==> src/rtl/watch_pkg.sv <==
// Shared mode encoding, field limits and widths
// for the watch timekeeping core.
package watch_pkg;

  typedef enum logic [1:0] {
    MODE_RUN     = 2'b00,
    MODE_SET_HR  = 2'b01,
    MODE_SET_MIN = 2'b10,
    MODE_BAD     = 2'b11
  } mode_e;

  localparam int SEC_MAX  = 59;
  localparam int MIN_MAX  = 59;
  localparam int HOUR_MAX = 23;

  localparam int HOUR_W = 5;
  localparam int MIN_W  = 6;
  localparam int SEC_W  = 6;

endpackage

==> src/rtl/watch_time_set_mod_counter.sv <==
// Wrapping 0..MAX counter with clear, enable
// and an enable-qualified carry out.
module mod_counter #(
  parameter int WIDTH = 6,
  parameter int MAX   = 59
) (
  input  logic             clk,
  input  logic             rst,
  input  logic             clr,
  input  logic             en,
  output logic [WIDTH-1:0] q,
  output logic             carry
);

  localparam logic [WIDTH-1:0] QMAX = WIDTH'(MAX);

  assign carry = en && (q == QMAX);

  always_ff @(posedge clk) begin
    if (rst || clr) begin
      q <= '0;
    end else if (en) begin
      q <= (q == QMAX) ? '0 : q + 1'b1;
    end
  end

endmodule

==> src/rtl/watch_time_set.sv <==
// Watch timekeeping core: prescaled h:m:s time
// plus the RUN / SET_HR / SET_MIN set-mode FSM.
module watch_time_set
  import watch_pkg::*;
#(
  parameter int TICKS_PER_SEC = 1000
) (
  input  logic              clk,
  input  logic              rst,
  input  logic              mode_tick,
  input  logic              inc_tick,
  output logic [HOUR_W-1:0] hour,
  output logic [MIN_W-1:0]  min,
  output logic [SEC_W-1:0]  sec,
  output logic [1:0]        mode,
  output logic              sec_pulse,
  output logic              blink
);

  localparam int PW = (TICKS_PER_SEC > 1) ? $clog2(TICKS_PER_SEC) : 1;
  localparam logic [PW-1:0] P_LAST = PW'(TICKS_PER_SEC - 1);
  localparam logic [PW-1:0] P_HALF = PW'(TICKS_PER_SEC / 2);

  mode_e         mode_q;
  mode_e         mode_d;
  logic [PW-1:0] pre_q;
  logic [PW-1:0] pre_d;
  logic          tc;
  logic          run;
  logic          adv;
  logic          leave;
  logic          hr_inc;
  logic          min_inc;
  logic          sec_c;
  logic          min_c;
  logic          hour_c;
  logic          blink_d;

  assign tc      = (pre_q == P_LAST);
  assign run     = (mode_q == MODE_RUN);
  assign adv     = run && tc;
  assign leave   = (mode_q == MODE_SET_MIN) && mode_tick;
  assign hr_inc  = (mode_q == MODE_SET_HR) && inc_tick && !mode_tick;
  assign min_inc = (mode_q == MODE_SET_MIN) && inc_tick && !mode_tick;

  always_comb begin
    mode_d = mode_q;
    unique case (mode_q)
      MODE_RUN:     if (mode_tick) mode_d = MODE_SET_HR;
      MODE_SET_HR:  if (mode_tick) mode_d = MODE_SET_MIN;
      MODE_SET_MIN: if (mode_tick) mode_d = MODE_RUN;
      default:      mode_d = MODE_RUN;
    endcase
  end

  // Returning to RUN restarts the second from zero.
  always_comb begin
    pre_d   = (leave || tc) ? '0 : pre_q + 1'b1;
    blink_d = (mode_d == MODE_SET_HR || mode_d == MODE_SET_MIN)
              && (pre_d < P_HALF);
  end

  always_ff @(posedge clk) begin
    if (rst) begin
      mode_q    <= MODE_RUN;
      pre_q     <= '0;
      sec_pulse <= 1'b0;
      blink     <= 1'b0;
    end else begin
      mode_q    <= mode_d;
      pre_q     <= pre_d;
      sec_pulse <= adv;
      blink     <= blink_d;
    end
  end

  mod_counter #(.WIDTH(SEC_W), .MAX(SEC_MAX)) u_sec (
    .clk   (clk),
    .rst   (rst),
    .clr   (leave),
    .en    (adv),
    .q     (sec),
    .carry (sec_c)
  );

  // Set-mode bumps bypass the chain; carries only ripple in RUN.
  mod_counter #(.WIDTH(MIN_W), .MAX(MIN_MAX)) u_min (
    .clk   (clk),
    .rst   (rst),
    .clr   (1'b0),
    .en    ((sec_c && run) || min_inc),
    .q     (min),
    .carry (min_c)
  );

  mod_counter #(.WIDTH(HOUR_W), .MAX(HOUR_MAX)) u_hour (
    .clk   (clk),
    .rst   (rst),
    .clr   (1'b0),
    .en    ((min_c && run) || hr_inc),
    .q     (hour),
    .carry (hour_c)
  );

  assign mode = mode_q;

endmodule

==> config.mk <==
export PLATFORM = sky130hd
export DESIGN_NAME = watch_time_set
export DESIGN_NICKNAME = d
export VERILOG_FILES = /design/src/rtl/watch_pkg.sv /design/src/rtl/watch_time_set_mod_counter.sv /design/src/rtl/watch_time_set.sv
export SDC_FILE = /design/constraint.sdc
export NUM_CORES = 1
export LEC_CHECK = 0
export ABC_AREA = 1
export CORE_MARGIN = 4
export CORE_UTILIZATION = 40
export CTS_CLUSTER_DIAMETER = 50
export DETAILED_ROUTE_END_ITERATION = 8
export SYNTH_ARGS = -nofsm -noshare
export SYNTH_HDL_FRONTEND = slang
export SYNTH_SLANG_ARGS = --single-unit
==> constraint.sdc <==
create_clock -name clk -period 1.8 [get_ports clk]
set_input_delay 0.27 -clock clk [delete_from_list [all_inputs] [get_ports clk]]
set_output_delay 0.27 -clock clk [all_outputs]
set_load 0.05 [all_outputs]
==> results.toml <==
[cells_and_area]
finish.instance_area_mm2 = 0.00196
layout-drive-gt1-share_pct = 18.8
fin_nets = 264
syn2layout_area_growth_pct = 21.7
final_cells = 303
antenna_cells = 0

[global_route]
grt_use_total_pct = 13.5
grt_overflow = 0
met1_usage_pct = 17.4
grt_pass1_wl_um = 5490
grtUsageMet2_pct = 20.2
busiest_layer = "met2"
antenna_found_initial = 0
grtUsageMet3_pct = 5.05
grt_pass1_vias = 1303
grt_max_degree = 15

[timing]
tightestPinTransition_ns = 0.496
tns_ns = 0
max_freq_mhz = 588
setup_violations = 0
setup_ws_ns = 0.0985
slew_headroom_pct = 66.9
hold_viol_final = 0
rsz0062_at_grt = "no"
finClkSkew_ns = 0.00404
drv_slew = 0
min_period_ns = 1.70
min_period_over_period_pct = 94.5

[power]
finalPower_mw = 1.31
intPower_mw = 0.994
vdd_drop_max_mv = 0.444
switching_share_pct = 24.3
switchingPower_mw = 0.320
clockPowerShare_pct = 37.2
power.density_mw_per_mm2 = 671
p_comb_share_pct = 8.6
seqPwrFrac_pct = 54.1
p_leak_nw = 0.866

[worst_setup_path]
r2r_start = "pre_q[0]"
path_cells = "clkdlybuf4s50_1"
rrSetupSlack_ns = 0.18
max_stage_delay_ns = 0.81
worst_r2r_endpoint = "blink"
critPathTopFamily = "buffers and inverters"
critPathSlowestCell = "clkdlybuf4s50_1"
worstRegToRegCells = 9
critPathBufInv = 1
crit_fanout = 3
cp-start-kind = "register"
end_kind = "output port"
cp.required_ns = 1.53
cp.arrival_ns = 1.43
worstSetupPathType = "reg2out"

[detailed_routing]
drtIter0Drc = 65
dr.pass1.iters = 4
drcViolationCount = 0
wl_per_cell_um = 10.5
drt_wl_total_um = 3180
via_count = 1454
final_antenna_net_count = 0
via_per_inst = 4.80

[cts]
clk_pin_slew_worst_paths_ns = 0.06
cts_max_path_buffers = 2
cts-root-buf = "clkbuf_8"
post-cts-setup-buffer-count = 0
hold_buffers = 0
cts.sinks = 31
htree_levels = 2
cts_buffers = 5
insertion_delay_ns = 0.28
ctsResizeCount = 0
cts_tree = "yes"

[synth]
synthCells = 224
synth_seq_cells = 31
syn-num-nets = 232
avgSynthCellArea_um2 = 7.18
synth.distinct_cells = 27
syn_area_mm2 = 0.00161
yosys_warnings = 0
synth-seq-area-share_pct = 38.6

[run_status]
status = "complete, no violations"

[place]
gp_congestion = 0.862
place_area_mm2 = 0.00188
post-place-ws_ns = 0.0971
portBuffers = 24
dp_hpwl_um = 2440
dpl.cell_count = 297

[worst_hold_path]
hold_class = "reg2reg"
hold_start = "pre_q[0]"
holdPathEnd = "pre_q[0]"
min_path_cells = 1

[floorplan]
die_w_um = 71.4
core_region_area_mm2 = 0.00377
die_area_mm2 = 0.00510
ios = 25
initial_core_util_pct = 42.6
rows = 22
die_h_um = 71.4

[run]
drv_cap = 0
-- routing by layer --
| metal | up-vias | wire length [µm] | part of all wire (%) |
|---|---|---|---|
| met5 | - | 0 | 0 |
| met4 | 0 | 59 | 1.9 |
| met3 | 6 | 170 | 5.4 |
| met2 | 28 | 1350 | 42 |
| met1 | 634 | 1600 | 50 |
| li1 | 786 | - | - |
-- cells in the final DEF, fill, tap and decap left out, types with 6 or more instances in the layout --
master,instances
a21oi_1,13
nand2_1,45
inv_1,24
nand3_1,17
clkdlybuf4s50_1,8
nor2_1,39
nor3_1,7
dfxtp_1,29
buf_4,18
nand4_1,6
-- worst register-to-register path: stages, from the launching register on --
cell and delay, ns:
dfxtp_1 0.35, ha_1 0.18, nand2_1 0.16, inv_1 0.12
nand3_1 0.12, nor2_1 0.22, a21o_1 0.16, nand3_1 0.07
nor2_1 0.09, nor2_1 0.04
-- flip-flops by register name, summed over array words and instances, names as in the netlist --
signal and cells:
blink 1, mode 2, pre_q 10, sec_pulse 1
u_hour.q 5, u_min.q 6, u_sec.q 6
-- per-stage QoR --
step | utilization, % | hold slack, ns
after detailed placement | 49.9 | 0.442
after floorplan | - | 0.348
after CTS | 51.8 | 0.455
final | 51.9 | 0.447
after global routing | 51.9 | 0.479
after global placement | 49.9 | 0.433
-- final cells by class --
cell class                 count  area, µm²
inverter                      29        109
fill                         387       1810
multi-input combinational    163        877
tap                           48       60.1
timing repair buffer          26        215
clock buffer                   6       72.6
sequential                    31        623
-- worst max path at each step --
stage / start / end / depth (start not counted)
2_1_floorplan: u_sec.q[1] / u_hour.q[0] / 10
3_3_place_gp: mode_tick / u_min.q[4] / 9
3_5_place_dp: mode_tick / u_hour.q[0] / 9
4_1_cts: u_min.q[4] / min[4] / 1
5_1_grt: pre_q[0] / u_min.q[4] / 10
6_report: u_min.q[4] / min[4] / 1
-- synth_stat cells, drive strengths merged --
cell type | count | share of area, %
and3 | 1 | 0.39
xor2 | 4 | 2.2
nor3 | 7 | 2.2
o21bai | 2 | 0.93
ha | 4 | 3.1
a21o | 1 | 0.47
dfxtp | 31 | 39
a21oi | 16 | 5.7
o21ai | 3 | 0.93
nand2 | 49 | 13
clkbuf | 1 | 0.23
nand3 | 20 | 7.6
nand4 | 7 | 3.7
or2 | 1 | 0.39
nand3b | 3 | 1.4
nor2 | 45 | 12
inv | 29 | 6.8
-- kinds of logic (layout without fill, tap and decap cells) --
logic type      count (synthesis)  count (layout)  synth area share [%]
simple gates                  133             133                  41.1
compound gates                 22              22                  8.02
xor+xnor                        4               4                  2.18
fa+ha+maj                       4               4                  3.11
flops                          31              31                  38.6
buf+inv                        30              61                  7.00
-- power groups by stage --
stage	logic [mW]	registers, mW	clock network (mW)
3_5_place_dp	0.114	0.727	0
3_3_place_gp	0.114	0.727	0
2_1_floorplan	0.0539	0.750	0
5_1_grt	0.126	0.712	0.546
6_report	0.114	0.711	0.489
4_1_cts	0.115	0.711	0.511
Power figures use the tool's default switching activity.
